**src/rtl/pwm_pkg.sv**
```systemverilog
// Shared types and constants for the multi-channel PWM generator.
// Optional feature macro: PWM_CENTER_EN (center-aligned counting).
package pwm_pkg;

    // Alignment mode latched into the active bank at each period boundary
    typedef enum logic {
        PWM_EDGE   = 1'b0,
        PWM_CENTER = 1'b1
    } pwm_mode_e;

    // Direction of the shared counter in center-aligned mode
    typedef enum logic {
        DIR_UP   = 1'b0,
        DIR_DOWN = 1'b1
    } pwm_dir_e;

    // Widest counter supported; the active period resets to all ones
    localparam int unsigned PWM_MAX_R = 32;
    localparam logic [PWM_MAX_R-1:0] PERIOD_ACT_RST = '1;

endpackage

```
**src/rtl/pwm_multi_if.sv**
```systemverilog
// Control/status bundle between register logic and the PWM generator.
// The master side drives the requests, the slave side is the PWM block.
interface pwm_multi_if #(
    parameter int R = 8,
    parameter int N = 4
) ();

    logic           en;
    logic           center;
    logic [R-1:0]   period;
    logic [N*R-1:0] duty;
    logic           load;
    logic           busy;
    logic           cycle_start;
    logic [N-1:0]   pwm;

    modport master (
        output en, center, period, duty, load,
        input  busy, cycle_start, pwm
    );

    modport slave (
        input  en, center, period, duty, load,
        output busy, cycle_start, pwm
    );

endinterface

```
**src/rtl/pwm_multi_timer.sv**
```systemverilog
// Prescaler: asserts done for one clk every final_value cycles while
// enabled (held high when final_value is 1). Clears when disabled.
module pwm_multi_timer #(
    parameter int final_value = 20
) (
    input  logic clk,
    input  logic reset,
    input  logic enable,
    output logic done
);

    localparam int CW = (final_value > 1) ? $clog2(final_value) : 1;
    localparam logic [CW-1:0] LAST = CW'(final_value - 1);

    logic [CW-1:0] count;

    // Free-running divide counter, restarted whenever the block is disabled
    always_ff @(posedge clk or posedge reset) begin
        if (reset) begin
            count <= '0;
        end else if (!enable) begin
            count <= '0;
        end else if (count == LAST) begin
            count <= '0;
        end else begin
            count <= count + 1'b1;
        end
    end

    assign done = enable && (count == LAST);

endmodule

```
**src/rtl/pwm_multi.sv**
```systemverilog
// Multi-channel PWM generator: one shared prescaled counter, per-channel
// double-buffered duty registers, glitch-free updates at period boundaries.
// Optional feature macro: PWM_CENTER_EN (center-aligned up/down counting).
module pwm_multi
    import pwm_pkg::*;
#(
    parameter int R           = 8,
    parameter int N           = 4,
    parameter int final_value = 20
) (
    input  logic       clk,
    input  logic       reset,
    pwm_multi_if.slave bus
);

    logic tick;

    pwm_multi_timer #(
        .final_value(final_value)
    ) u_timer (
        .clk   (clk),
        .reset (reset),
        .enable(bus.en),
        .done  (tick)
    );

    // Shared counter and its next value
    logic [R-1:0] cnt;
    logic [R-1:0] cnt_nxt;
    logic         boundary;
    logic         apply;

    // Active and shadow register banks
    logic [R-1:0] period_act;
    logic [R-1:0] period_sh;
    logic [R-1:0] duty_act [N];
    logic [R-1:0] duty_sh  [N];
    logic         busy_q;

    // Registered outputs (one tick behind the count they were computed from)
    logic [N-1:0] cmp;
    logic [N-1:0] pwm_p1;
    logic         cs_p1;

`ifdef PWM_CENTER_EN
    pwm_mode_e center_act;
    pwm_mode_e center_sh;
    pwm_dir_e  dir;
    pwm_dir_e  dir_nxt;
`else
    logic unused_center;
    assign unused_center = bus.center;
`endif

    // Next count and boundary detection; boundary means the count returns to 0
    always_comb begin
        cnt_nxt  = cnt + 1'b1;
        boundary = 1'b0;
`ifdef PWM_CENTER_EN
        dir_nxt  = dir;
        if (center_act == PWM_CENTER) begin
            if (dir == DIR_UP) begin
                if (cnt >= period_act) begin
                    if (period_act <= R'(1)) begin
                        // Degenerate periods: the down leg is empty
                        cnt_nxt  = '0;
                        boundary = 1'b1;
                    end else begin
                        cnt_nxt = cnt - 1'b1;
                        dir_nxt = DIR_DOWN;
                    end
                end
            end else begin
                cnt_nxt = cnt - 1'b1;
                if (cnt <= R'(1)) begin
                    cnt_nxt  = '0;
                    dir_nxt  = DIR_UP;
                    boundary = 1'b1;
                end
            end
        end else begin
            if (cnt >= period_act) begin
                cnt_nxt  = '0;
                dir_nxt  = DIR_UP;
                boundary = 1'b1;
            end
        end
`else
        if (cnt >= period_act) begin
            cnt_nxt  = '0;
            boundary = 1'b1;
        end
`endif
    end

    assign apply = tick && boundary;

    // Per-channel comparators against the pre-increment count
    for (genvar i = 0; i < N; i++) begin : g_cmp
        assign cmp[i] = (cnt < duty_act[i]);
    end

    // Counter, direction and output registers; advance only on prescaler ticks
    always_ff @(posedge clk or posedge reset) begin
        if (reset) begin
            cnt    <= '0;
            pwm_p1 <= '0;
            cs_p1  <= 1'b0;
`ifdef PWM_CENTER_EN
            dir    <= DIR_UP;
`endif
        end else if (!bus.en) begin
            cnt    <= '0;
            pwm_p1 <= '0;
            cs_p1  <= 1'b0;
`ifdef PWM_CENTER_EN
            dir    <= DIR_UP;
`endif
        end else begin
            cs_p1 <= apply;
            if (tick) begin
                cnt    <= cnt_nxt;
                pwm_p1 <= cmp;
`ifdef PWM_CENTER_EN
                dir    <= dir_nxt;
`endif
            end
        end
    end

    // Shadow capture and boundary transfer; a load on the boundary goes straight to active
    always_ff @(posedge clk or posedge reset) begin
        if (reset) begin
            busy_q     <= 1'b0;
            period_act <= PERIOD_ACT_RST[R-1:0];
            period_sh  <= '0;
            for (int i = 0; i < N; i++) begin
                duty_act[i] <= '0;
                duty_sh[i]  <= '0;
            end
`ifdef PWM_CENTER_EN
            center_act <= PWM_EDGE;
            center_sh  <= PWM_EDGE;
`endif
        end else if (bus.en) begin
            if (apply) begin
                if (bus.load) begin
                    period_act <= bus.period;
                    for (int i = 0; i < N; i++) begin
                        duty_act[i] <= bus.duty[i*R +: R];
                    end
`ifdef PWM_CENTER_EN
                    center_act <= pwm_mode_e'(bus.center);
`endif
                end else if (busy_q) begin
                    period_act <= period_sh;
                    for (int i = 0; i < N; i++) begin
                        duty_act[i] <= duty_sh[i];
                    end
`ifdef PWM_CENTER_EN
                    center_act <= center_sh;
`endif
                end
                busy_q <= 1'b0;
            end else if (bus.load) begin
                period_sh <= bus.period;
                for (int i = 0; i < N; i++) begin
                    duty_sh[i] <= bus.duty[i*R +: R];
                end
`ifdef PWM_CENTER_EN
                center_sh <= pwm_mode_e'(bus.center);
`endif
                busy_q <= 1'b1;
            end
        end
    end

    assign bus.busy        = busy_q;
    assign bus.cycle_start = cs_p1;
    assign bus.pwm         = pwm_p1;

endmodule
```
**src/flat_wrapper.sv**
```systemverilog
// flat-port wrapper written by rule: the top's interface ports become plain ports
module pwm_multi_flat import pwm_pkg::*;
#(
    parameter int R           = 8,
    parameter int N           = 4,
    parameter int final_value = 20
)
  (clk, reset, bus_en, bus_center, bus_period, bus_duty, bus_load, bus_busy, bus_cycle_start, bus_pwm);
  pwm_multi_if #(.R(R), .N(N)) bus_i ();
  input  logic clk;
  input  logic reset;
  input wire logic [$bits(bus_i.en)-1:0] bus_en;
  input wire logic [$bits(bus_i.center)-1:0] bus_center;
  input wire logic [$bits(bus_i.period)-1:0] bus_period;
  input wire logic [$bits(bus_i.duty)-1:0] bus_duty;
  input wire logic [$bits(bus_i.load)-1:0] bus_load;
  output wire logic [$bits(bus_i.busy)-1:0] bus_busy;
  output wire logic [$bits(bus_i.cycle_start)-1:0] bus_cycle_start;
  output wire logic [$bits(bus_i.pwm)-1:0] bus_pwm;
  assign bus_i.en = bus_en;
  assign bus_i.center = bus_center;
  assign bus_i.period = bus_period;
  assign bus_i.duty = bus_duty;
  assign bus_i.load = bus_load;
  assign bus_busy = bus_i.busy;
  assign bus_cycle_start = bus_i.cycle_start;
  assign bus_pwm = bus_i.pwm;
  pwm_multi #(.R(R), .N(N), .final_value(final_value)) u_core (.clk(clk), .reset(reset), .bus(bus_i));
endmodule
```
**config.mk**
```make
export PLATFORM = sky130hd
export DESIGN_NAME = pwm_multi_flat
export DESIGN_NICKNAME = d
export VERILOG_FILES = /design/src/rtl/pwm_pkg.sv /design/src/rtl/pwm_multi_if.sv /design/src/rtl/pwm_multi_timer.sv /design/src/rtl/pwm_multi.sv /design/src/flat_wrapper.sv
export SDC_FILE = /design/constraint.sdc
export NUM_CORES = 1
export LEC_CHECK = 0
export BUFFER_PORTS_ARGS = -buffer_cell sky130_fd_sc_hd__buf_2
export CAP_MARGIN = 20
export CORE_ASPECT_RATIO = 1.2
export CORE_UTILIZATION = 45
export CTS_CLUSTER_SIZE = 16
export DETAILED_ROUTE_END_ITERATION = 6
export PLACE_DENSITY = 0.64
export SETUP_SLACK_MARGIN = 0.3
export SLEW_MARGIN = 25
export SYNTH_ARGS = -nofsm -noshare
export SYNTH_HDL_FRONTEND = slang
export SYNTH_HIERARCHICAL = 1
export SYNTH_SLANG_ARGS = --single-unit
export TNS_END_PERCENT = 5
```
**constraint.sdc**
```tcl
create_clock -name clk -period 2.3 [get_ports clk]
set_input_delay 0 -clock clk [delete_from_list [all_inputs] [get_ports clk]]
set_output_delay 0 -clock clk [all_outputs]
set_load 0.05 [all_outputs]
```
==> metrics.txt <==
status=finished with violations; failing checks=setup timing; clk_skew=0.00829 ns; CP Class=reg2reg; initial antenna violation count=0; worst-margin pin slew=0.565 ns; Sum Neg Setup Slack=-1.09 ns; gr ovfl total=0; leading area contributor after synthesis=dfrtp_1; largest net degree at the start of global routing=65; GRT Overall Usage=0.220; drt total wl=13100 um; placed cell count=737; sequential cell area=2490 um2; hold path start=bus_en; DIE AREA=13100 um2; CP Data Arrival Time=2.59 ns; LEAKAGE=0.00338 uW; RSZ-0062 raised after global routing=yes; CTS Sinks=99; peak supply drop=410 uV; Die Wd=105 um; CP max FO=6; ANT cells=0; most instantiated cells after synthesis=91 x dfrtp_1, 48 x nor2_1, 46 x a21oi_1; Synth Cell Area=5680 um2; Synth cell types=47; EDFF count, synth=0; Tmin final=2.36 ns; Post-DP HPWL=8260 um; initial DRC count=210; top-count cell post-synth=dfrtp_1; vias in the first global route=4472; Residual DRC=0; clk buf depth=2; area share of the largest cell type after synthesis=0.401; Final WS setup=-0.0623 ns; Logic pwr share=0.129; Critical Path Source Type=flop; share of cells above drive strength 1=0.286; clk_lat worst skew=0.35 ns; final hold vios=0; critical path endpoint category=flop; fin util=0.596; Yosys reg bits=99; max frequency=423 MHz; Sw Share=0.225; post-route ant nets=0; ys async rst share=1.00; Setup Viol. Count Final=24; post-route cell area=7280 um2; area of the multi-input gates=2990 um2; register share of total power=0.466; FF-to-FF Start=u_core/period_act[7]$_DFFE_PP1P_; WL/cell=16.2 um; Slew Limit Fails=0; fillers=1022; Die Height=125 um; Port Buf Inserts=49; Hold WC Path Type=in2reg; Post-Syn Area per Cell=10.7 um2; synth top area cells=dfrtp_1 40%, mux2_4 11%, ha_1 8.4%; total number of vias=4202; total I/O pin count=51; Post-DP Area=6170 um2; CTS tree=done; starting density of the core=0.465; via/cell ratio=5.20; ys flop type=dfrtp_1; First-pass DRT Iterations=4; first-pass GRT wire length=22700 um; Warnings, synthesis=6; switching power=925 uW; clock buffer count from CTS=9; clock power share=0.405; Final Non-Filler Cells=808; Final Wtd Congestion=0.819; period utilization=1.03; maxcap violations=0; Synth Instances=531; Setup crit start=u_core/period_act[7]$_DFFE_PP1P_; sequential area share after synthesis=0.438; Final #Nets=725; WP data required=2.53 ns; Int Pwr=3190 uW; Area Overhead vs Synth=28.2%; core area=12200 um2; PD cells=565 nW/um2; CTS root buffer=clkbuf_16; row count=44; synthesized net count=614; Rel. slew slack=0.623; CTS H-Tree Depth=3; Worst-path clk slew=0.07 ns; R2R Setup Slk=-0.06 ns
## area by class of cell
type                       instances  share of cell area
timing repair buffer             130               0.154
sequential                        99               0.341
clock inverter                     4              0.0101
multi-input combinational        362               0.410
inverter                          40              0.0211
tap                              161              0.0277
clock buffer                      12              0.0352
## power groups by stage
stage                     clock network, uW  logic [uW]  registers [uW]
after floorplan                           0         344            1930
after global placement                    0         425            1940
after detailed placement                  0         442            1940
after CTS                              1700         532            1920
after global routing                   1770         581            1930
final                                  1670         529            1920
## cell families (layout without fill, tap and decap cells)
logic type | count (synthesis) | after routing | synth area share
DFF | 99 | 99 | 0.438
xor gates and xnor gates | 2 | 2 | 0.00308
buffers and inverters | 70 | 186 | 0.0634
adders and majority gates | 38 | 38 | 0.0837
AOI/OAI and AO/OA | 134 | 134 | 0.169
and+or+nand+nor | 148 | 148 | 0.137
muxes | 40 | 40 | 0.106
## worst max-delay path: stages, from the launching register on
cell	delay, ns
dfstp_2	0.56
inv_2	0.05
ha_4	0.26
nand2_2	0.05
a211o_1	0.31
o21ai_4	0.23
a21oi_4	0.10
buf_12	0.14
buf_12	0.12
buf_16	0.14
mux2_4	0.30
## cell usage in the layout, fill, tap and decap left out, types with 6 or more instances in the layout
cell and count:
dlygate4sd3_1 41, buf_12 6, clkbuf_16 9, buf_4 24, dfrtp_1 91, mux2_4 40, ha_4 8, nor2b_1 41
buf_2 49, ha_1 30, a21oi_1 46, o22a_1 37, nand2b_1 6, inv_2 7, inv_1 32, nor2_1 48
nand2_1 21, dfstp_2 8, a21o_1 12
## flip-flops by register name, indices dropped and copies added, names as in the netlist
signal and cells:
u_core/duty_act 32, u_core/duty_sh 32, u_core/cnt 8, u_core/period_act 8, u_core/period_sh 8, u_core/u_timer/count 5, u_core/bus.pwm 4, u_core/bus.busy 1
u_core/bus.cycle_start 1
## worst paths after layout
check	endpoint	cells past startpoint
worst min-delay path	u_core/cnt[6]$_DFFE_PP0P_	3
worst min register to register	u_core/u_timer/count[0]$_DFF_PP0_	1
worst max-delay path	u_core/period_sh[4]$_DFFE_PP0P_	10
min in group asynchronous	u_core/u_timer/count[0]$_DFF_PP0_	3
max in group asynchronous	u_core/duty_sh[8]$_DFFE_PP0P_	4
worst max register to register	u_core/period_sh[4]$_DFFE_PP0P_	10
## per-stage QoR
step	setup WS, ns	total power (uW)	hold WS (ns)
4_1_cts	-0.0376	4150	0.0247
2_1_floorplan	-0.0472	2270	-0.221
6_report	-0.0623	4110	0.0287
3_3_place_gp	-0.0993	2370	-0.0652
3_5_place_dp	-0.139	2390	-0.0624
5_1_grt	-0.116	4280	0.0415
## per-layer routing
metal,track usage,wire (um),vias up,part of all wire
li1,-,-,2083,-
met1,0.286,6000,2047,0.46
met2,0.373,6530,61,0.50
met3,0.0360,360,11,0.028
met4,0.0714,165,0,0.013
met5,0,0,-,0
## repair_timing
item                       in CTS  in global routing
pin swaps                      35                 24
hold buffers                   41                  0
hold endpoints to repair      131                  0
buffers inserted               10                  1
gates resized for setup        36                  7
setup endpoints to repair      88                 88
cloned                          3                  0
Power figures use the tool's default switching activity.
